[src/rtl/event_recorder.sv]
// Timestamped event recorder: a first-word-fall-through buffer of {timestamp, severity, payload}.
// Optional severity filter (min_level port) is enabled by defining EVENT_RECORDER_LEVEL_FILTER_EN.
module event_recorder #(
    parameter int DEPTH    = 8,
    parameter int WIDTH    = 8,
    parameter int TS_WIDTH = 16
) (
    input  logic                     clk,
    input  logic                     rst_n,
    input  logic                     evt_valid,
    input  logic [2:0]               evt_level,
    input  logic [WIDTH-1:0]         evt_data,
`ifdef EVENT_RECORDER_LEVEL_FILTER_EN
    input  logic [2:0]               min_level,
`endif
    output logic                     rec_valid,
    input  logic                     rec_ready,
    output logic [TS_WIDTH-1:0]      rec_ts,
    output logic [2:0]               rec_level,
    output logic [WIDTH-1:0]         rec_data,
    output logic [$clog2(DEPTH):0]   count,
    output logic                     full,
    output logic [7:0]               dropped
);

    localparam int AW = $clog2(DEPTH);
    localparam int CW = AW + 1;
    localparam logic [CW-1:0] FULL_COUNT = CW'(DEPTH);

    logic [TS_WIDTH-1:0] ts;
    logic [AW-1:0]       wr_ptr;
    logic [AW-1:0]       rd_ptr;

    logic [TS_WIDTH-1:0] mem_ts    [DEPTH];
    logic [2:0]          mem_level [DEPTH];
    logic [WIDTH-1:0]    mem_data  [DEPTH];

    logic [2:0] level_mapped;
    logic       level_pass;
    logic       pop;
    logic       push;
    logic       drop;

    // Undefined severities 6 and 7 are recorded as INFO; a pop frees a slot for a same-cycle push.
    always_comb begin
        level_mapped = (evt_level > 3'd5) ? 3'd2 : evt_level;
`ifdef EVENT_RECORDER_LEVEL_FILTER_EN
        level_pass   = (level_mapped >= min_level);
`else
        level_pass   = 1'b1;
`endif
        pop          = rec_valid && rec_ready;
        push         = evt_valid && level_pass && (!full || pop);
        drop         = evt_valid && level_pass && full && !pop;
    end

    always_ff @(posedge clk or negedge rst_n) begin
        if (!rst_n) begin
            ts <= '0;
        end else begin
            ts <= ts + TS_WIDTH'(1);
        end
    end

    // Pointers wrap naturally because DEPTH is a power of two.
    always_ff @(posedge clk or negedge rst_n) begin
        if (!rst_n) begin
            wr_ptr  <= '0;
            rd_ptr  <= '0;
            count   <= '0;
            dropped <= '0;
        end else begin
            if (push) begin
                wr_ptr <= wr_ptr + AW'(1);
            end
            if (pop) begin
                rd_ptr <= rd_ptr + AW'(1);
            end
            case ({push, pop})
                2'b10:   count <= count + CW'(1);
                2'b01:   count <= count - CW'(1);
                default: count <= count;
            endcase
            if (drop && (dropped != 8'hFF)) begin
                dropped <= dropped + 8'd1;
            end
        end
    end

    always_ff @(posedge clk) begin
        if (push) begin
            mem_ts[wr_ptr]    <= ts;
            mem_level[wr_ptr] <= level_mapped;
            mem_data[wr_ptr]  <= evt_data;
        end
    end

    // Storage is never reset, so the head is gated to zero whenever nothing valid is held.
    always_comb begin
        full      = (count == FULL_COUNT);
        rec_valid = (count != '0);
        rec_ts    = rec_valid ? mem_ts[rd_ptr]    : '0;
        rec_level = rec_valid ? mem_level[rd_ptr] : '0;
        rec_data  = rec_valid ? mem_data[rd_ptr]  : '0;
    end

endmodule
[config.mk]
export PLATFORM = sky130hd
export DESIGN_NAME = event_recorder
export DESIGN_NICKNAME = d
export VERILOG_FILES = /design/src/rtl/event_recorder.sv
export SDC_FILE = /design/constraint.sdc
export NUM_CORES = 1
export LEC_CHECK = 0
export BUFFER_PORTS_ARGS = -buffer_cell sky130_fd_sc_hd__buf_2
export CELL_PAD_IN_SITES_DETAIL_PLACEMENT = 1
export CELL_PAD_IN_SITES_GLOBAL_PLACEMENT = 1
export CORE_MARGIN = 2
export CORE_UTILIZATION = 30
export CTS_CLUSTER_DIAMETER = 40
export DETAILED_ROUTE_END_ITERATION = 8
export PLACE_DENSITY = 0.55
export SYNTH_ARGS = -nofsm -noshare
export SYNTH_HDL_FRONTEND = slang
export SYNTH_SLANG_ARGS = --single-unit
[constraint.sdc]
create_clock -name clk -period 3.2 [get_ports clk]
set_input_delay 0.64 -clock clk [delete_from_list [all_inputs] [get_ports clk]]
set_output_delay 0.64 -clock clk [all_outputs]
set_load 0.1 [all_outputs]
==> qor.yml, run 1 <==
timing:
  tightest_slew_ns: 0.9197
  min_period_over_period_pct: 96.50
  hold_viol_final: 0
  finalCriticalPeriod_ns: 3.088
  fmax_mhz: 323.8
  relSlewSlack_pct: 38.69
  finClkSkew_ns: 0.01353
  setup_violations: 0
  finalMaxSlewViolations: 0
  rsz0062_at_grt: "false"
setup_path:
  critPathLaunchType: "flop"
  crit_top_cell: "buf_12"
  end_kind: "output port"
  crit_type: "reg2out"
  cp_slowest_cell: "dfrtp_2"
  cp_cell_sequence: "buf_12 > buf_12 > mux4_2 > mux2i_1 > nor2_1 > buf_2"
  slowest_delay_ns: 0.54
  crit_fanout: 24
  cp.required_ns: 2.56
  cp.arrival_ns: 2.45
routing:
  vias_per_cell: 4.658
  routedWlPerCell_um: 20.64
  num_vias: 5021
  dr.pass1.iters: 4
  wl_mm: 22.26
  drt_iter0_markers: 365
  ant_nets: 0
  drc: 0
clock_tree:
  ctsRootBufferMaster: "clkbuf_16"
  clock-sinks: 250
  clkSlewWorstSetupHoldPaths_ns: 0.05
  htreeDepth: 2
  cts_tree: "done"
  cts_buffers: 35
  cts_buffer_depth: 3
  clkLatencyLatePin_ns: 0.51
  hold_buffers: 0
floorplan:
  die_x_um: 186.2
  rows: 66
  initial_utilization_pct: 30.54
  fp.coreArea_um2: 32620
  dieArea_um2: 34680
  die-height_um: 186.2
  top_level_ports: 56
yosys:
  async_flop_share_pct: 13.60
  synth_fa_ha_area_share_pct: 0.6281
  yosys.area_share.simple_pct: 4.748
  syn_area_um2: 9961
  synth-compound-area-share_pct: 1.708
  ys_warn_count: 0
  avgSynthCellArea_um2: 19.38
  yosys.area_share.xor_xnor_pct: 2.110
  muxShareOfSynthArea_pct: 15.51
  ys.flop_type: "edfxtp_1"
  seq_area_frac_synth_pct: 73.66
  synth_nets: 534
  ys_seq_elements: 250
  synth_cells: 514
  synth_top_family_by_area: "multiplexers"
  synth-edff-count: 216
  ys_types: 48
global_routing:
  gr-usage-met2_pct: 23.63
  grt_pass1_wl_mm: 34.60
  grt_busiest_layer: "met2"
  use_met1_pct: 17.03
  antenna_found_initial: 1
  grt_pass1_vias: 5673
  groute.usage.overall_pct: 13.51
  grt_max_degree: 35
  grt_overflow_total: 0
  use_met3_pct: 2.336
placed_design:
  dp_cells: 1009
  io_buffers: 55
  dp_hpwl_mm: 13.25
  gp_congestion: 0.7326
outcome:
  status: "complete, no violations"
worst_hold_path:
  hp-class: "in2async"
layout:
  syn2layout_area_growth_pct: 22.33
  drive_above_1_share_pct: 33.70
  stdcell_count: 1078
  nets: 628
flow_run:
  cap_viol_max_count: 0
sequential cells by signal (all words and copies together), names as in the netlist:
name,cells
mem_data,64
ts,16
mem_ts,128
mem_level,24
wr_ptr,3
count,4
dropped,8
rd_ptr,3
layer usage:
metal  up-vias  part of all wire (%)
met3        40                   3.9
li1       2248                     -
met2        92                    52
met1      2641                    42
met5         -                     0
met4         0                   2.2
critical path, delay by kind of cell, from the launching register on:
kind / cells / cell delay, ns
buf+inv: 3 / 0.74
mux: 2 / 0.56
flops: 1 / 0.54
simple gates: 1 / 0.07
path summary, 6_finish.rpt:
path                             startpoint        endpoint  slack (ns)  cells past startpoint
worst max-delay path              rd_ptr[1]      rec_ts[14]        0.11                      6
worst min register to register   dropped[5]      dropped[5]        0.49                      1
worst min-delay path                  rst_n      dropped[1]        0.27                      1
min in group clk                evt_data[7]  mem_data[2][7]        0.41                      1
max in group asynchronous             rst_n       rd_ptr[0]        2.25                      1
worst max register to register     count[0]    mem_ts[7][5]        0.63                      5
final cells by class:
class | instances | area (µm²)
inverter | 5 | 18.77
clock buffer | 40 | 925.9
timing repair buffer | 82 | 578.1
tap | 442 | 553.0
antenna | 1 | 2.502
clock inverter | 24 | 254.0
fill | 3200 | 20430
sequential | 250 | 7343
multi-input combinational | 234 | 2510
synthesized netlist by cell type (2+ instances only):
cell      count  area share, %
edfxtp_1    216             65
mux4_2       54             12
nor2_1       43            1.6
dfrtp_1      34            8.5
mux2i_1      28            2.8
xnor2_1      19            1.7
nand2_1      13           0.49
nand3_1      12           0.60
buf_2         9           0.45
buf_4         6           0.45
nor3_1        6           0.30
buf_1         5           0.19
ha_1          5           0.63
inv_1         5           0.19
xor2_1        5           0.44
and3_1        4           0.25
a21oi_1       3           0.15
a31oi_1       3           0.19
mux2_2        3           0.34
nand2b_1      3           0.19
nand4_1       3           0.19
nor2b_1       3           0.19
a21o_1        2           0.15
a32oi_1       2           0.18
and4_1        2           0.18
buf_6         2           0.23
clkbuf_1      2          0.075
or3_1         2           0.13
cell usage in the layout, fill, tap and decap left out, types with 4 or more instances in the layout:
master | netlist | layout
mux2i_1 | 28 | 28
nor2_2 | 0 | 7
buf_4 | 6 | 19
nor2_1 | 43 | 36
bufinv_16 | 0 | 4
buf_12 | 0 | 8
inv_1 | 5 | 5
xor2_1 | 5 | 5
ha_1 | 5 | 5
and3_1 | 4 | 4
clkinv_2 | 0 | 7
buf_2 | 9 | 55
nand3_1 | 12 | 12
clkbuf_16 | 0 | 36
edfxtp_1 | 216 | 216
nand2_1 | 13 | 13
nor3_1 | 6 | 4
xnor2_1 | 19 | 19
mux4_2 | 54 | 54
inv_6 | 0 | 6
dfrtp_1 | 34 | 31
kinds of logic after synthesis:
group / Yosys count
xor+xnor: 24
mux: 86
flops: 250
simple gates: 98
buf+inv: 30
compound gates: 21
fa+ha+maj: 5
through the flow:
| stage | instance area [µm²] | utilization, % | setup TNS, ns | setup WS [ns] | hold slack (ns) |
|---|---|---|---|---|---|
| final | 12190 | 37.36 | 0 | 0.1119 | 0.2713 |
| after global routing | 12180 | 37.35 | 0 | 0.02032 | 0.3295 |
| after CTS | 12180 | 37.35 | 0 | 0.05846 | 0.3002 |
| after detailed placement | 10960 | 33.60 | 0 | 0.4539 | 0.4806 |
| after global placement | 10960 | 33.60 | 0 | 0.4676 | 0.4760 |
| after floorplan | 9987 | - | -9.749 | -0.4047 | 0.3444 |
what timing repair did:
item,in CTS,in global routing
endpoints found under the setup margin,8,0
setup buffers,4,0
gates resized for setup,0,0
endpoints found under the hold margin,0,0
Power of run 1 is left out: the tool's default activity adds up to more than one toggle a clock period on the data nets, which glitch-free logic cannot reach.
==> run 2, diff against run 1 <==
- RECOVER_POWER: default -> 100
==> run 2 against run 1 <==
Net effect: the flow now finishes with violations (max-capacitance violations, max-slew violations); critical path type unchanged; global-route usage did not move; sequential cell count did not move; non-clock buffer count did not move.
==> qor.yml, run 2 (synthesized netlist as in run 1, its figures left out) <==
outcome:
  status: "finished, violations left"
  violations: "max-capacitance violations, max-slew violations"
setup_path:
  critPathLaunchType: "flop"
  cp.required_ns: 2.56
  crit_fanout: 24
  reg2reg_slack_ns: 0.27
  cp.arrival_ns: 2.46
  r2r-end: "mem_ts[7][5]"
  crit_type: "reg2out"
  end_kind: "output port"
  r2r-start: "count[0]"
  r2r_cells: 5
clock_tree:
  cts_buffer_depth: 3
  hold_buffers: 0
  ctsRootBufferMaster: "clkbuf_16"
  clock-sinks: 250
  cts_tree: "done"
  cts_buffers: 35
  clkLatencyLatePin_ns: 0.51
  htreeDepth: 2
  clkSlewWorstSetupHoldPaths_ns: 0.05
layout:
  largest_register_ffs: 128
  final_area_um2: 12020
  stdcell_count: 1078
  final_common_cell: "edfxtp_1"
  syn2layout_area_growth_pct: 20.71
  nets: 628
  final_cell_mix: "216 x edfxtp_1, 54 x mux4_2, 42 x nor2_1, 36 x clkbuf_16, 31 x dfrtp_1"
  largest_registers: "mem_ts x128, mem_data x64, mem_level x24"
  top_register: "mem_ts"
  drive_above_1_share_pct: 27.72
routing:
  dr.pass1.iters: 4
  routedWlPerCell_um: 20.73
  num_vias: 5035
  wl_mm: 22.34
  drt_iter0_markers: 378
  drc: 0
  vias_per_cell: 4.671
  ant_nets: 0
timing:
  min_period_over_period_pct: 96.84
  hold_viol_final: 0
  fmax_mhz: 322.7
  tightest_slew_ns: 2.203
  fin_ws_ns: 0.1011
  finalCriticalPeriod_ns: 3.099
  setup_violations: 0
  finalMaxSlewViolations: 35
  finClkSkew_ns: 0.01316
  rsz0062_at_grt: "false"
  relSlewSlack_pct: -46.88
global_routing:
  grt_max_degree: 35
  groute.usage.overall_pct: 13.51
  grt_pass1_vias: 5673
  antenna_found_initial: 1
  grt_overflow_total: 0
  grt_pass1_wl_mm: 34.60
floorplan:
  dieArea_um2: 34680
  die-height_um: 186.2
  die_x_um: 186.2
  rows: 66
  top_level_ports: 56
  fp.coreArea_um2: 32620
  initial_utilization_pct: 30.54
worst_hold_path:
  min_from: "dropped[5]"
  hp-class: "reg2reg"
  min_path_cells: 1
  hold_end: "dropped[5]"
placed_design:
  io_buffers: 55
  gp_congestion: 0.7326
  dp_cells: 1009
  post-place-ws_ns: 0.4539
  dp_hpwl_mm: 13.25
  dpl_cell_area_um2: 10960
flow_run:
  cap_viol_max_count: 1
-- run 2: timing repair --
item,in CTS,in global routing
setup endpoints to repair,8,0
buffers inserted,4,0
resized for setup,0,0
hold endpoints to repair,0,0
-- run 2: worst max-delay path, stage by stage (launching register included) --
cell and delay, ns:
dfrtp_2 0.55, buf_12 0.25, buf_12 0.20, mux4_2 0.30
mux2i_1 0.26, nor2_1 0.07, buf_2 0.29
-- run 2: how the worst max path moves through the flow --
stage                    to  startpoint
3_3_place_gp     rec_ts[14]   rd_ptr[0]
6_report         rec_ts[14]   rd_ptr[1]
3_5_place_dp   mem_ts[7][5]   evt_valid
5_1_grt        mem_ts[1][4]    count[0]
2_1_floorplan   rec_data[0]    count[3]
4_1_cts          rec_ts[14]   rd_ptr[1]
-- run 2: final cells by class --
| cell class | count | area (µm²) |
|---|---|---|
| timing repair buffer | 82 | 493.0 |
| inverter | 5 | 18.77 |
| multi-input combinational | 234 | 2434 |
| antenna | 1 | 2.502 |
| clock buffer | 40 | 925.9 |
| fill | 3227 | 20590 |
| sequential | 250 | 7343 |
| tap | 442 | 553.0 |
| clock inverter | 24 | 254.0 |
-- run 2: through the flow --
stage | utilization, % | hold WS, ns | setup TNS (ns)
2_1_floorplan | - | 0.3444 | -9.749
3_3_place_gp | 33.60 | 0.4760 | 0
3_5_place_dp | 33.60 | 0.4806 | 0
4_1_cts | 37.35 | 0.3002 | 0
5_1_grt | 36.85 | 0.5056 | 0
6_report | 36.86 | 0.4905 | 0
-- run 2: layer usage --
layer,vias up,share of wire (%),track usage [%]
met1,2668,43,17.03
met5,-,0,0
met4,0,2.1,4.535
li1,2246,-,-
met3,38,3.4,2.336
met2,83,52,23.63
Power of run 2 is left out for the same reason.
==> run 3, diff against run 2 <==
==> constraint.sdc (replaced) <==
create_clock -name clk -period 3.2 [get_ports clk]
set_input_delay 0.32 -clock clk [delete_from_list [all_inputs] [get_ports clk]]
set_output_delay 0.32 -clock clk [all_outputs]
set_load 0.1 [all_outputs]
==> run 3 against run 2 <==
Net effect: the run still ends with max-capacitance violations, max-slew violations left; via count rose by 1.1%; sequential share of layout area fell by 0.15 points; register-to-register slack improved by 0.10 ns; sequential cell count did not move; non-clock buffer count fell by 6; die area did not move; first-iteration DRC count fell by 11%; utilization rose by 0.092 points; design area rose by 0.25%; critical path type unchanged; highest routed layer unchanged.
==> qor.yml, run 3 (synthesized netlist as in run 1, its figures left out) <==
outcome:
  status: "finished, violations left"
  violations: "max-capacitance violations, max-slew violations"
setup_path:
  r2r_cells: 5
  end_kind: "output port"
  reg2reg_slack_ns: 0.37
  crit_fanout: 32
  cp_slowest_cell: "dfrtp_2"
  path_depth: 5
  crit_type: "reg2out"
  r2r-end: "mem_ts[1][2]"
  cp-startpoint: "rd_ptr[1]"
  cp.required_ns: 2.88
  r2r-start: "count[3]"
  slowest_delay_ns: 0.81
  path_delay_family: "flip-flops"
  path_buf_inv: 2
  cp-endpoint: "rec_ts[13]"
  cp.arrival_ns: 2.64
  critPathLaunchType: "flop"
  cp_cell_sequence: "buf_12 > mux4_2 > mux2i_1 > nor2_2 > clkbuf_2"
timing:
  setup_violations: 0
  finalCriticalPeriod_ns: 2.961
  finalMaxSlewViolations: 35
  tightest_slew_ns: 2.099
  min_period_over_period_pct: 92.53
  hold_viol_final: 0
  fin_setup_tns_ns: 0
  fin_ws_ns: 0.2391
  rsz0062_at_grt: "false"
  finClkSkew_ns: 0.01255
  fmax_mhz: 337.7
  relSlewSlack_pct: -39.92
global_routing:
  grt_pass1_wl_mm: 33.77
  groute.usage.overall_pct: 13.19
  grt_max_degree: 35
  antenna_found_initial: 0
  grt_pass1_vias: 5572
  grt_overflow_total: 0
routing:
  wl_mm: 22.28
  num_vias: 5089
  drt_iter0_markers: 335
  ant_nets: 0
  drc: 0
  dr.pass1.iters: 4
  vias_per_cell: 4.761
  routedWlPerCell_um: 20.84
layout:
  nets: 621
  largest_registers: "mem_ts x128, mem_data x64, mem_level x24"
  top_register: "mem_ts"
  antenna_cells: 0
  final_cell_mix: "216 x edfxtp_1, 54 x mux4_2, 37 x clkbuf_16, 31 x dfrtp_1, 28 x mux2i_1"
  syn2layout_area_growth_pct: 21.02
  final_common_cell: "edfxtp_1"
  drive_above_1_share_pct: 30.78
  largest_register_ffs: 128
  fill_cells: 3227
floorplan:
  dieArea_um2: 34680
  initial_utilization_pct: 30.54
  die_x_um: 186.2
  rows: 66
  die-height_um: 186.2
  top_level_ports: 56
  fp.coreArea_um2: 32620
placed_design:
  post-place-ws_ns: 0.5725
  io_buffers: 55
  dp_hpwl_mm: 13.19
  gp_congestion: 0.7606
clock_tree:
  cts_resized: 0
  htreeDepth: 2
  clkSlewWorstSetupHoldPaths_ns: 0.06
  clock-sinks: 250
  ctsRootBufferMaster: "clkbuf_16"
  cts_buffers: 34
  clkLatencyLatePin_ns: 0.50
  cts_buffer_depth: 3
  cts_tree: "done"
worst_hold_path:
  min_from: "evt_data[4]"
  hp-class: "in2reg"
flow_run:
  cap_viol_max_count: 1
==> run 3: cell types whose count changed in the layout (fill, tap and decap cells not counted), moves of 2 or more <==
cell / delta
inv_6: +4
nor3_1: -2
nor2_2: +19
clkbuf_1: -4
clkbuf_4: -2
buf_12: -2
nor2_1: -19
clkinv_2: -6
==> run 3: routing by layer <==
| layer | GRT usage [%] | wire (µm) |
|---|---|---|
| met3 | 2.434 | 814 |
| met5 | 0 | 0 |
| met2 | 22.97 | 11210 |
| met1 | 16.82 | 9783 |
| met4 | 3.874 | 469 |
==> run 3: how the worst min path moves through the flow <==
stage	endpoint	slack, ns	cells after the start
floorplan	count[0]	0.02	0
global placement	dropped[5]	0.48	1
detailed placement	dropped[2]	0.48	1
CTS	mem_data[0][4]	0.08	1
global route	mem_data[0][3]	0.20	1
finish	mem_data[2][4]	0.19	1
==> run 3: final cells by class <==
class / instances / area (µm²) / area share, %
Timing Repair Buffer: 76 / 435.4 / 3.612
Clock inverter: 22 / 234.0 / 1.941
Clock buffer: 40 / 957.2 / 7.941
Inverter: 5 / 18.77 / 0.1557
Tap cell: 442 / 553.0 / 4.588
Sequential cell: 250 / 7343 / 60.92
Multi-Input combinational cell: 234 / 2512 / 20.84
==> run 3: what timing repair did <==
item	CTS	global route
hold endpoints to repair	34	0
endpoints found under the setup margin	0	3
hold buffers	1	0
buffers inserted	0	1
==> run 3: metrics by stage <==
step	std cells	utilization, %	cell area (µm²)	hold WS, ns
finish	1069	36.95	12050	0.1942
global route	1069	36.95	12050	0.1982
CTS	1068	37.22	12140	0.08086
floorplan	514	-	10020	0.02441
detailed placement	1005	33.54	10940	0.4815
global placement	1005	33.54	10940	0.4761
Power of run 3 is left out for the same reason.
